### config.mk
export PLATFORM = sky130hd
export DESIGN_NAME = core_sequencer
export DESIGN_NICKNAME = d
export VERILOG_FILES = /design/src/rtl/core_pkg.sv /design/src/rtl/seq_timeout_counter.sv /design/src/rtl/core_sequencer.sv
export SDC_FILE = /design/constraint.sdc
export NUM_CORES = 1
export LEC_CHECK = 0
export ABC_AREA = 0
export ABC_CLOCK_PERIOD_IN_PS = 2900
export CORE_ASPECT_RATIO = 2
export CORE_MARGIN = 2
export CORE_UTILIZATION = 45
export CTS_BUF_LIST = sky130_fd_sc_hd__clkbuf_8
export DETAILED_ROUTE_END_ITERATION = 7
export GPL_TIMING_DRIVEN = 0
export PLACE_DENSITY = 0.9
export RECOVER_POWER = 100
export SKIP_CTS_REPAIR_TIMING = 1
export SLEW_MARGIN = 5
export SYNTH_ARGS = -nofsm -noshare
export SYNTH_HDL_FRONTEND = slang
export SYNTH_SLANG_ARGS = --single-unit
### constraint.sdc
create_clock -name clk_i -period 2.9 [get_ports clk_i]
set_clock_uncertainty 0.2 [all_clocks]
set_input_delay 0.58 -clock clk_i [delete_from_list [all_inputs] [get_ports clk_i]]
set_output_delay 0.58 -clock clk_i [all_outputs]
set_load 0.05 [all_outputs]
### src/rtl/core_pkg.sv
// rtl/core_pkg.sv - shared sequencer states, trap causes, access kinds and default vectors
package core_pkg;

  typedef enum logic [2:0] {
    FETCH      = 3'd0,
    DECODE     = 3'd1,
    EXEC       = 3'd2,
    MEM        = 3'd3,
    WRITE_BACK = 3'd4,
    TRAP       = 3'd5
  } seq_state_e;

  typedef enum logic [1:0] {
    CAUSE_ILLEGAL       = 2'd0,
    CAUSE_FETCH_TIMEOUT = 2'd1,
    CAUSE_DATA_TIMEOUT  = 2'd2,
    CAUSE_MISALIGNED    = 2'd3
  } trap_cause_e;

  localparam logic READ  = 1'b0;
  localparam logic WRITE = 1'b1;

  localparam logic [31:0] DEFAULT_RESET_VEC = 32'h8000_0000;
  localparam logic [31:0] DEFAULT_TRAP_VEC  = 32'h8000_0100;

endpackage

### src/rtl/seq_timeout_counter.sv
// rtl/seq_timeout_counter.sv - wait-cycle counter flagging the last allowed memory wait cycle
module seq_timeout_counter #(
  parameter int TIMEOUT = 16
) (
  input  logic clk_i,
  input  logic rst_ni,
  input  logic clear_i,
  input  logic enable_i,
  output logic expired_o
);

  localparam int CW = $clog2(TIMEOUT + 1);
  localparam logic [CW-1:0] LAST = CW'(TIMEOUT - 1);

  logic [CW-1:0] cnt_q, cnt_d;

  always_comb begin
    cnt_d = cnt_q;
    if (clear_i) begin
      cnt_d = '0;
    end else if (enable_i && (cnt_q != LAST)) begin
      cnt_d = cnt_q + CW'(1);
    end
  end

  always_ff @(posedge clk_i or negedge rst_ni) begin
    if (!rst_ni) begin
      cnt_q <= '0;
    end else begin
      cnt_q <= cnt_d;
    end
  end

  // Expiry marks the TIMEOUT-th waiting cycle; the owner lets a same-cycle rvalid win.
  assign expired_o = enable_i && (cnt_q == LAST);

endmodule

### src/rtl/core_sequencer.sv
// rtl/core_sequencer.sv - RV32 multi-cycle control sequencer; SEQ_INSTRET_EN adds the instret counter
module core_sequencer
  import core_pkg::*;
#(
  parameter int              XLEN      = 32,
  parameter logic [XLEN-1:0] RESET_VEC = XLEN'(DEFAULT_RESET_VEC),
  parameter logic [XLEN-1:0] TRAP_VEC  = XLEN'(DEFAULT_TRAP_VEC),
  parameter int              TIMEOUT   = 16
) (
  input  logic            clk_i,
  input  logic            rst_ni,
  output logic            imem_req_o,
  output logic [XLEN-1:0] imem_addr_o,
  input  logic            imem_rvalid_i,
  input  logic [31:0]     imem_rdata_i,
  output logic [31:0]     inst_o,
  input  logic            is_load_i,
  input  logic            is_store_i,
  input  logic            is_branch_i,
  input  logic            is_jal_i,
  input  logic            is_jalr_i,
  input  logic            illegal_i,
  input  logic            branch_taken_i,
  input  logic [XLEN-1:0] target_i,
  input  logic [4:0]      rd_i,
  output logic            dmem_req_o,
  output logic            dmem_we_o,
  input  logic            dmem_rvalid_i,
  output logic            rf_we_o,
  output logic [XLEN-1:0] pc_o,
  output logic            retire_o,
  output logic            trap_o,
  output logic [1:0]      trap_cause_o,
  output logic [XLEN-1:0] epc_o,
  output logic [63:0]     instret_o
);

  seq_state_e      state_q, state_d;
  logic [XLEN-1:0] pc_q, pc_d;
  logic [XLEN-1:0] npc_q, npc_d;
  logic [XLEN-1:0] epc_q, epc_d;
  logic [31:0]     inst_q, inst_d;
  trap_cause_e     cause_q, cause_d;
  logic [XLEN-1:0] target_sel;
  logic            waiting;
  logic            expired;

  assign waiting = (state_q == FETCH) || (state_q == MEM);

  seq_timeout_counter #(
    .TIMEOUT (TIMEOUT)
  ) u_timeout (
    .clk_i     (clk_i),
    .rst_ni    (rst_ni),
    .clear_i   (!waiting),
    .enable_i  (waiting),
    .expired_o (expired)
  );

  always_comb begin
    if (is_jal_i || is_jalr_i || (is_branch_i && branch_taken_i)) begin
      target_sel = target_i;
    end else begin
      target_sel = pc_q + XLEN'(4);
    end
  end

  always_comb begin
    state_d    = state_q;
    pc_d       = pc_q;
    npc_d      = npc_q;
    epc_d      = epc_q;
    inst_d     = inst_q;
    cause_d    = cause_q;
    imem_req_o = 1'b0;
    dmem_req_o = 1'b0;
    dmem_we_o  = READ;
    rf_we_o    = 1'b0;
    retire_o   = 1'b0;
    trap_o     = 1'b0;
    unique case (state_q)
      FETCH: begin
        // Gated by reset so no request leaks out while the core is held.
        imem_req_o = rst_ni;
        if (imem_rvalid_i) begin
          inst_d  = imem_rdata_i;
          state_d = DECODE;
        end else if (expired) begin
          cause_d = CAUSE_FETCH_TIMEOUT;
          state_d = TRAP;
        end
      end
      DECODE: begin
        if (illegal_i) begin
          cause_d = CAUSE_ILLEGAL;
          state_d = TRAP;
        end else begin
          state_d = EXEC;
        end
      end
      EXEC: begin
        npc_d = target_sel;
        if (target_sel[1:0] != 2'b00) begin
          cause_d = CAUSE_MISALIGNED;
          state_d = TRAP;
        end else if (is_load_i || is_store_i) begin
          state_d = MEM;
        end else begin
          state_d = WRITE_BACK;
        end
      end
      MEM: begin
        dmem_req_o = 1'b1;
        dmem_we_o  = is_store_i ? WRITE : READ;
        if (dmem_rvalid_i) begin
          state_d = WRITE_BACK;
        end else if (expired) begin
          cause_d = CAUSE_DATA_TIMEOUT;
          state_d = TRAP;
        end
      end
      WRITE_BACK: begin
        rf_we_o  = (rd_i != 5'd0) && !(is_store_i || is_branch_i);
        retire_o = 1'b1;
        pc_d     = npc_q;
        state_d  = FETCH;
      end
      TRAP: begin
        trap_o  = 1'b1;
        epc_d   = pc_q;
        pc_d    = TRAP_VEC;
        state_d = FETCH;
      end
      default: begin
        state_d = FETCH;
      end
    endcase
  end

  always_ff @(posedge clk_i or negedge rst_ni) begin
    if (!rst_ni) begin
      state_q <= FETCH;
      pc_q    <= RESET_VEC;
      npc_q   <= RESET_VEC;
      epc_q   <= '0;
      inst_q  <= '0;
      cause_q <= CAUSE_ILLEGAL;
    end else begin
      state_q <= state_d;
      pc_q    <= pc_d;
      npc_q   <= npc_d;
      epc_q   <= epc_d;
      inst_q  <= inst_d;
      cause_q <= cause_d;
    end
  end

  assign imem_addr_o  = pc_q;
  assign pc_o         = pc_q;
  assign inst_o       = inst_q;
  assign epc_o        = epc_q;
  assign trap_cause_o = cause_q;

`ifdef SEQ_INSTRET_EN
  logic [63:0] instret_q, instret_d;

  assign instret_d = retire_o ? (instret_q + 64'd1) : instret_q;

  always_ff @(posedge clk_i or negedge rst_ni) begin
    if (!rst_ni) begin
      instret_q <= '0;
    end else begin
      instret_q <= instret_d;
    end
  end

  assign instret_o = instret_q;
`else
  assign instret_o = '0;
`endif

endmodule

Word-level counts from Yosys, hierarchy flattened

Index checks and enable logic that the tools add are counted.

Register bits: 138

Add/subtract/negate cells: 2
Equality and inequality tests: 14
Mux-type cells: 25
Reductions and logical operators: 17

Operators by type and width:

| kind                                                                  | number |
|---|---|
| 32-bit one-hot mux with 2 select lines                                | 1 |
| 32-bit by 3-bit adder with 32-bit output, second input constant       | 1 |
| 32-bit two-way mux                                                    | 1 |
| 3-bit two-way mux                                                     | 6 |
| 2-bit != test, second input constant                                  | 7 |
| 2-bit two-way mux                                                     | 6 |
| 3-bit one-hot mux with 4 select lines                                 | 1 |
| 5-bit two-way mux                                                     | 2 |
| 2-bit one-hot mux with 4 select lines                                 | 1 |
| 1-bit two-way mux                                                     | 7 |
| 7-bit AND reduction                                                   | 1 |
| 3-bit by 2-bit equality test with 1-bit output, second input constant | 2 |
| 3-bit equality test, second input constant                            | 2 |
| 5-bit by 1-bit adder with 5-bit output, second input constant         | 1 |
| 5-bit by 4-bit equality test with 1-bit output, second input constant | 1 |
| 1-bit logical OR                                                      | 5 |
| 5-bit by 4-bit != test with 1-bit output, second input constant       | 1 |
| 5-bit nonzero test                                                    | 1 |
| 1-bit logical AND                                                     | 4 |
| 2-bit nonzero test                                                    | 2 |
| 4-bit nonzero test                                                    | 1 |
| 3-bit by 1-bit equality test with 1-bit output, second input constant | 1 |
| 3-bit zero test                                                       | 1 |
| 2-bit AND reduction                                                   | 1 |
| 1-bit zero test                                                       | 1 |

Longest topological paths before layout

Gate-level depths: netlist of run 1.

Word-level depth: 6
Gate-level depth with buffers: 8
Depth with buffers taken out: 7

Hierarchy

Synthesis of run 1 repeated with hierarchy kept, for this count alone.

Cells, all modules: 664
Area, all modules: 6996.7 sq um

By module, submodules not included:

| module              | times used | cells each | area an instance (sq um) | sequential area each (sq um) |
|---|---|---|---|---|
| core_sequencer      | 1          | 640        | 6721.4                   | 3330.7 |
| seq_timeout_counter | 1          | 24         | 275.3                    | 125.1 |

Least setup slack after synthesis of run 1

OpenSTA, ideal clock, no wires.

Path kind: flip-flop to output port
Start: register state_q[1]
End: output port rf_we_o
Arrival time: 3.081 ns
Path slack: -0.961 ns
Cell stages (with the launch flop): 5
Cells stage by stage: dfrtp_1 nand2b_1 clkbuf_1 nor2_1 nor4b_1

Word-level cells in the longest chain between the ends: 2

Ends and longest elaborated chain:

| item                   | RTL line              | text |
|---|---|---|
| start, declared        | core_sequencer.sv:38  | `seq_state_e state_q, state_d;` |
| start signal, assigned | core_sequencer.sv:149 | `state_q <= state_d;` |
| 3-bit equality test    | core_sequencer.sv:81  | `unique case (state_q)` |
| 1-bit two-way mux      | core_sequencer.sv:81  |  |
| end, declared          | core_sequencer.sv:29  | `output logic rf_we_o,` |

No other way between the ends.

Worst setup path after layout of run 1

Start: input port rd_i[0]
End: output port rf_we_o

Word-level cells in the longest chain between the ends: 3

Ends and longest elaborated chain:

| item               | RTL line              | text |
|---|---|---|
| start, declared    | core_sequencer.sv:25  | `input logic [4:0] rd_i,` |
| 5-bit nonzero test | core_sequencer.sv:123 | `rf_we_o = (rd_i != 5'd0) && !(is_store_i \|\| is_branch_i);` |
| 1-bit logical AND  | core_sequencer.sv:123 |  |
| 1-bit two-way mux  | core_sequencer.sv:81  |  |

No other way between the ends.

==> impl_metrics.toml, run 1 <==
[global_route]
grt_usage = 0.2359
antenna_found_initial = 1
grt.overflow.total = 0
grt_pass1_vias = 6022
grt_pass1_wl_um = 30680
grt_max_degree = 81

[routing]
routed_wl_um = 19800
drtIter0Drc = 427
drc = 0
dr.pass1.iters = 5
wl_per_cell_um = 16.60
vias = 5989
vias_per_cell = 5.020
ant_nets = 0

[worst_setup_path]
reg2reg_from = "state_q[0]"
worst_setup_path_end_kind = "primary output"
slowest_stage = "or4_1"
worstSetupEndpoint = "rf_we_o"
slowest_delay_ns = 0.58
crit_chain = "clkdlybuf4s50_1 > or4_1 > nor2_1 > nor4b_4 > buf_2"
cp-startpoint = "rd_i[0]"
path_class = "in -> out"
cp.arrival_ns = 2.04
worstPathMaxFanout = 1
r2r_setup_slack_ns = 0.49
cp-start-kind = "primary input"
critPathRequiredTime_ns = 2.12
timing.rr.end = "epc_o[5]"
rr_worst_depth = 5

[hold_path]
hold_start = "npc_q[4]"
hold_path_class = "reg -> reg"

[floorplanning]
start_util = 0.4586
die_x_um = 92.28
ioPinCount = 280
dieArea_um2 = 16660
die_height_um = 180.6
fp-row-count = 64
core_area_um2 = 15290

[clock_tree]
cts_sinks = 138
path_clk_slew_ns = 0.08
h-tree-depth = 4
clockBufferDepth = 2
clk_latency_ns = 0.45
numCtsBuffers = 17
tritoncts = "done"
cts_root_buf = "clkbuf_8"

[sta]
tightestPinTransition_ns = 1.111
whs_ns = 0.2942
rsz0062_at_grt = "no"
slew-limit-headroom = 0.2597
period_minus_slack_ns = 2.820
slew_violations = 0
finalSetupTns_ns = 0
timing.final.crit_share = 0.9725
fmax_mhz = 354.6
hold_viol = 0
setup_viol_count_final = 0

[pwr]
ir_drop_mv = 0.5221
p_per_area_nw_per_um2 = 1162
total_power_mw = 11.76
leakage_nw = 4.689

[outcome]
status = "finished clean"

[final_layout]
fin_nets = 1064
syn_to_final_growth_pct = 44.27
drive_gt1_frac = 0.2264
final_area_um2 = 10120
utilization = 0.6616

[logic_synthesis]
synth_top_area_cell = "dfrtp_1"
ys_async_sr_fraction = 1.000
syn_area_um2 = 7014
synth_edf_count = 0
synth_seq_cells = 138
yosys_warnings = 0
synth_top_area_frac = 0.4852
synth_area_leaders = "dfrtp_1, buf_4, mux2_2"
synth_cell_type_count = 50
synth.avg_cell_area_um2 = 10.35
postSynthCellCount = 678
synth_top_flop_cell = "dfrtp_1"
yosysSeqAreaShare = 0.4927

[place]
io_buffers = 215
dpl_cell_area_um2 = 9697
place.detailed.hpwl_um = 14790
place_congestion = 0.8430

[run]
drv_cap = 0
-- critical path, delay by kind of cell --
kind                   cells  cell delay, ns
AND/OR/NAND/NOR            3            0.85
buffers and inverters      2            0.61
-- cell usage after synthesis (all sizes together), types with 2 or more instances --
cell type and n:
ha 3, nand3 14, nor3 8, mux2 61, nand2 93, a31oi 4
buf 108, inv 10, nor2b 2, clkbuf 29, a211o 2, a21oi 5
o21ai 70, nand2b 3, a211oi 2, and2 3, nand4 4, nor2 32
xor2 9, and4 3, nor4 12, and3 4, dfrtp 136, dfstp 2
or2 2, a22oi 20, o22ai 4, xnor2 22
-- layer usage --
metal | global-route usage | vias up | wire length (um)
li1 | - | 2763 | -
met1 | 0.2351 | 2854 | 6635
met2 | 0.4438 | 324 | 11070
met3 | 0.05521 | 48 | 1427
met4 | 0.1188 | 0 | 670
met5 | 0 | - | 0
-- placed cells by master, fill, tap and decap left out, types with 10 or more instances in the layout --
| cell type | count |
|---|---|
| a22oi_1 | 20 |
| buf_4 | 95 |
| clkbuf_1 | 38 |
| clkbuf_8 | 19 |
| clkdlybuf4s50_1 | 78 |
| conb_1 | 64 |
| dfrtp_1 | 136 |
| dlygate4sd3_1 | 132 |
| inv_1 | 10 |
| mux2_2 | 61 |
| nand2_1 | 92 |
| nand3_1 | 12 |
| nor2_1 | 31 |
| o21ai_0 | 69 |
| xnor2_1 | 22 |
-- power by group --
part	switching, mW	total (mW)	leakage, nW	internal [mW]
logic	4.43	6.65	2.75	2.23
clock network	0.788	1.69	0.214	0.904
registers	0.657	3.42	1.73	2.76
total	5.87	11.8	4.69	5.89
-- cell type report --
class / instances / area [um^2]
sequential: 138 / 3456
inverter: 10 / 37.54
clock inverter: 13 / 166.4
clock buffer: 19 / 261.5
antenna: 1 / 2.502
fill: 1221 / 5175
timing repair buffer: 222 / 2188
multi-input combinational: 456 / 2868
tap: 198 / 247.7
buffer: 136 / 892.1
-- per-stage QoR --
step | instances | setup slack [ns]
after floorplan | 741 | 0.2562
after global placement | 1154 | -4.824
after detailed placement | 1155 | -0.4460
after CTS | 1187 | -0.6662
after global routing | 1193 | 0.007299
final | 1193 | 0.07982
-- worst min-delay path by stage --
stage / endpoint / slack [ns] / depth (start not counted)
5_1_grt: inst_o[25] / 0.31 / 1
6_report: npc_q[4] / 0.29 / 2
3_3_place_gp: npc_q[7] / 0.26 / 2
4_1_cts: inst_o[27] / -0.08 / 1
2_1_floorplan: epc_o[0] / 0.08 / 0
3_5_place_dp: npc_q[4] / 0.28 / 2
-- flip-flops by register name, summed over array words and instances, names as in the netlist --
register / count
epc_o: 32
state_q: 3
trap_cause_o: 2
imem_addr_o: 32
inst_o: 32
npc_q: 32
u_timeout.cnt_q: 5
-- kinds of logic after synthesis --
kind of cell / count (synthesis) / synth area share
AO/OA/AOI/OAI: 111 / 0.09186
XOR/XNOR: 31 / 0.03871
adder cells (fa/ha/maj): 3 / 0.005352
buffers and inverters: 147 / 0.1340
flip-flops: 138 / 0.4927
multiplexers: 62 / 0.09936
other: 1 / 0.0005346
AND/OR/NAND/NOR: 185 / 0.1375
(Power assumes the default switching activity.)
==> inputs of run 2 (changes only) <==
Settings changed: ABC_CLOCK_PERIOD_IN_PS 2900 to 3630, CORE_UTILIZATION 45 to 49, GPL_TIMING_DRIVEN 0 to unset, PLACE_DENSITY 0.9 to 0.95.
Clock period 2.9 ns to 3.63 ns, I/O delays scaled along.
==> impl_metrics.toml, run 2 (synthesis gave the netlist of run 1 again) <==
[outcome]
status = "finished, violations left"
failed_checks = "capacitance limit, slew limit"

[place]
place.detailed.hpwl_um = 13170
io_buffers = 215
dp.cells = 1018
place_congestion = 0.8459

[sta]
whs_ns = 0.2820
slew_violations = 99
slew-limit-headroom = -0.1936
fmax_mhz = 300.0
finalSetupTns_ns = 0
hold_viol = 0
timing.final.crit_share = 0.9183
period_minus_slack_ns = 3.333
rsz0062_at_grt = "no"
setup_viol_count_final = 0
tightestPinTransition_ns = 1.790

[global_route]
use_met2 = 0.4580
use_met1 = 0.2432
grt_usage = 0.2367
grt_most_used_layer = "met2"
grt_pass1_wl_um = 28200
grt.overflow.total = 0
grt_max_degree = 75
grt_pass1_vias = 5605
antenna_found_initial = 0
grt_use_met3 = 0.03437

[clock_tree]
numCtsBuffers = 17
clockBufferDepth = 2
h-tree-depth = 4
cts_sinks = 138
path_clk_slew_ns = 0.08
cts_root_buf = "clkbuf_8"
tritoncts = "done"
clk_latency_ns = 0.43

[worst_setup_path]
critPathRequiredTime_ns = 2.70
reg2reg_from = "state_q[1]"
critPathTopFamily = "buffers and inverters"
cp-startpoint = "state_q[1]"
cp.arrival_ns = 2.41
crit_chain = "nand2b_2 > buf_4 > or2_2 > inv_1 > clkbuf_1"
slowest_delay_ns = 0.52
slowest_stage = "dfrtp_1"
path_class = "reg -> out"
cp-start-kind = "register"
cp_num_buf_inv = 3
rr_worst_depth = 5
worst_setup_path_end_kind = "primary output"
timing.rr.end = "epc_o[8]"
worstPathMaxFanout = 65
r2r_setup_slack_ns = 0.56

[hold_path]
hold_path_class = "reg -> reg"
hold_start = "npc_q[10]"
hold_end = "npc_q[10]"
min_path_cells = 2

[pwr]
ir_drop_mv = 0.6781
leakage_nw = 4.072
p_sw_frac = 0.5185
p_switching_mw = 4.567
p_per_area_nw_per_um2 = 965.4
clock_power_share = 0.123
total_power_mw = 8.809
combPwrFrac = 0.559
p_int_mw = 4.241
seqPwrFrac = 0.318

[final_layout]
drive_gt1_frac = 0.1417
layout_common_cells = "dfrtp_1, dlygate4sd3_1, nand2_1"
diodes = 0
layout_commonest_cell = "dfrtp_1"
fin_cells = 1050
fin_nets = 931
n_fill_cell = 1146
syn_to_final_growth_pct = 30.09

[routing]
wl_per_cell_um = 17.14
vias = 5420
drtIter0Drc = 235
drc = 0
vias_per_cell = 5.162
routed_wl_um = 18000
dr.pass1.iters = 4
ant_nets = 0

[floorplanning]
die_x_um = 88.60
fp-row-count = 61
core_area_um2 = 13970
die_height_um = 173.2
start_util = 0.5022
dieArea_um2 = 15350
ioPinCount = 280

[run]
drv_cap = 2
-- run 2: cell types whose count changed in the layout (fill, tap and decap cells not counted), moves of 3 or more --
| cell | previous run | this run |
|---|---|---|
| buf_4 | 95 | 5 |
| clkbuf_1 | 38 | 6 |
| buf_2 | 5 | 0 |
| bufinv_16 | 3 | 0 |
| clkbuf_2 | 5 | 2 |
| dlygate4sd3_1 | 132 | 135 |
-- run 2: layout make-up --
| type | instances | area (um^2) | share of cell area |
|---|---|---|---|
| flip-flops and latches | 138 | 3456 | 0.3787 |
| multi-input cells | 456 | 2864 | 0.3139 |
| repair buffers | 225 | 2192 | 0.2402 |
| well taps | 189 | 236.5 | 0.02592 |
| clock buffers | 17 | 234.0 | 0.02564 |
| clock inverters | 15 | 105.1 | 0.01152 |
| inverters | 10 | 37.54 | 0.004114 |
-- run 2: power groups by stage --
stage          logic, mW  clock network [mW]  registers, mW
2_1_floorplan       2.24                   0           4.25
3_3_place_gp        5.07                   0           2.82
3_5_place_dp        5.18                   0           2.86
4_1_cts             5.19                1.11           2.83
5_1_grt             5.21                1.18           2.91
6_report            4.92                1.09           2.80
-- run 2: worst min-delay path, delay by kind of cell, from the launching register on --
kind / cells / cell delay (ns)
compound gates: 1 / 0.06
flops: 1 / 0.35
simple gates: 1 / 0.04
-- run 2: how the worst max path moves through the flow --
stage,depth (start not counted),to,slack [ns]
2_1_floorplan,4,rf_we_o,0.27
3_3_place_gp,3,dmem_we_o,0.52
3_5_place_dp,3,dmem_we_o,0.50
4_1_cts,3,dmem_we_o,0.42
5_1_grt,5,trap_o,0.18
6_report,5,trap_o,0.30
-- run 2: stage by stage --
step           area (um^2)  utilization  setup WS, ns
6_report              9125       0.6533        0.2967
3_3_place_gp          8835       0.6325        0.5191
5_1_grt               9125       0.6533        0.1843
3_5_place_dp          8835       0.6325        0.5003
2_1_floorplan         7257            -        0.2715
4_1_cts               9174       0.6568        0.4241
-- run 2: metal layers --
metal,vias up,routed length [um]
met5,-,0
met4,0,446
met3,21,946
met2,247,10420
met1,2652,6184
li1,2500,-
==> inputs of run 3 (changes only) <==
Settings changed: CORE_MARGIN 2 to 5, CORE_UTILIZATION 49 to 40, PLACE_DENSITY 0.95 to 0.82.
==> impl_metrics.toml, run 3 (synthesis gave the netlist of run 1 again) <==
[outcome]
status = "finished, violations left"
failed_checks = "capacitance limit, slew limit"

[worst_setup_path]
path_class = "reg -> out"
rr_worst_depth = 7
worstPathMaxFanout = 12
reg2reg_from = "state_q[0]"
worstSetupEndpoint = "dmem_we_o"
r2r_setup_slack_ns = 0.46
timing.rr.end = "npc_q[24]"
crit_chain = "and3_1 > and2_1 > dlygate4sd3_1"
slowest_delay_ns = 0.87
slowest_stage = "dlygate4sd3_1"
critPathRequiredTime_ns = 2.70
cp-startpoint = "state_q[0]"
cp.arrival_ns = 2.30
cp-start-kind = "register"
worst_setup_path_end_kind = "primary output"

[final_layout]
layout_common_cells = "dfrtp_1, dlygate4sd3_1, nand2_1"
fin_nets = 932
diodes = 0
syn_to_final_growth_pct = 31.54
utilization = 0.5342
layout_commonest_cell = "dfrtp_1"
drive_gt1_frac = 0.1439
n_fill_cell = 1562

[global_route]
grt_pass1_vias = 5593
grt_usage = 0.1811
grt.overflow.total = 0
grt_pass1_wl_um = 29550
antenna_found_initial = 0
grt_max_degree = 139

[clock_tree]
clockBufferDepth = 2
clk_latency_ns = 0.45
h-tree-depth = 4
cts_root_buf = "clkbuf_8"
numCtsBuffers = 17
tritoncts = "done"
cts_sinks = 138
path_clk_slew_ns = 0.08

[pwr]
ir_drop_mv = 0.4701
p_per_area_nw_per_um2 = 973.3
leakage_nw = 4.103
total_power_mw = 8.980

[routing]
top_layer = "met4"
ant_nets = 0
drt-met1-wl_um = 6590
dr_wl_met2_um = 10510
wl_per_cell_um = 17.37
vias_per_cell = 4.921
dr.pass1.iters = 4
met3WireLength_um = 1082
routed_wl_um = 18620
drtIter0Drc = 241
vias = 5275
drc = 0

[place]
io_buffers = 215
place_congestion = 0.8143
place.detailed.hpwl_um = 13670

[sta]
fmax_mhz = 310.3
slew-limit-headroom = -0.2613
hold_viol = 0
setup_viol_count_final = 0
tightestPinTransition_ns = 1.892
rsz0062_at_grt = "no"
period_minus_slack_ns = 3.223
slew_violations = 172
timing.final.crit_share = 0.8878
finalSetupTns_ns = 0

[run]
drv_cap = 2

[floorplanning]
die_x_um = 103.6
start_util = 0.4061
dieArea_um2 = 20440
ioPinCount = 280
core_area_um2 = 17270
die_height_um = 197.3
fp-row-count = 68

[hold_path]
hold_path_class = "reg -> reg"
-- run 3: changes by cell type in the layout (fill, tap and decap cells not counted), moves of 2 or more --
cell / before / now
inv_6: 3 / 0
clkbuf_1: 6 / 8
clkbuf_8: 17 / 20
bufinv_16: 0 / 2
buf_4: 5 / 3
-- run 3: worst min-delay path by stage --
| stage | from | to | slack (ns) | cells after the start |
|---|---|---|---|---|
| 2_1_floorplan | rst_ni | epc_o[0] | 0.23 | 0 |
| 3_3_place_gp | epc_o[15] | epc_o[15] | 0.26 | 2 |
| 3_5_place_dp | epc_o[15] | epc_o[15] | 0.27 | 2 |
| 4_1_cts | rst_ni | inst_o[14] | 0.26 | 2 |
| 5_1_grt | epc_o[9] | epc_o[9] | 0.32 | 1 |
| 6_report | epc_o[15] | epc_o[15] | 0.28 | 2 |
-- run 3: stage by stage --
stage	setup WS [ns]	std cells	hold WS, ns	area (um^2)
after detailed placement	0.5072	1040	0.2706	8891
after floorplan	0.2715	741	0.2304	7257
after global routing	0.1914	1072	0.3155	9226
after global placement	0.5188	1040	0.2611	8891
final	0.4071	1072	0.2789	9226
after CTS	0.3959	1072	0.2631	9290
-- run 3: report_power, final --
group	internal, mW	leakage, nW	switching, mW
Clock	0.659	0.202	0.605
Sequential	2.20	1.73	0.577
Combinational	1.58	2.17	3.36
Total	4.44	4.10	4.54
-- run 3: final cells by class --
class | count | area, um^2 | area share
clock buffers | 20 | 275.3 | 0.02983
clock inverters | 12 | 123.9 | 0.01343
inverters | 10 | 37.54 | 0.004068
multi-input cells | 456 | 2869 | 0.3110
flip-flops and latches | 138 | 3456 | 0.3746
well taps | 210 | 262.8 | 0.02848
repair buffers | 226 | 2202 | 0.2387
-- run 3: critical path: cells and delay by family (launching register included) --
kind          cells  cell delay [ns]
simple gates      2             0.37
flops             1             0.60
buf+inv           1             0.87
-- run 3: layer usage --
layer  GRT usage  vias to the layer above
li1            -                     2486
met1      0.1859                     2532
met2      0.3506                      228
met3     0.03696                       29
met4     0.07299                        0
met5           0                        -
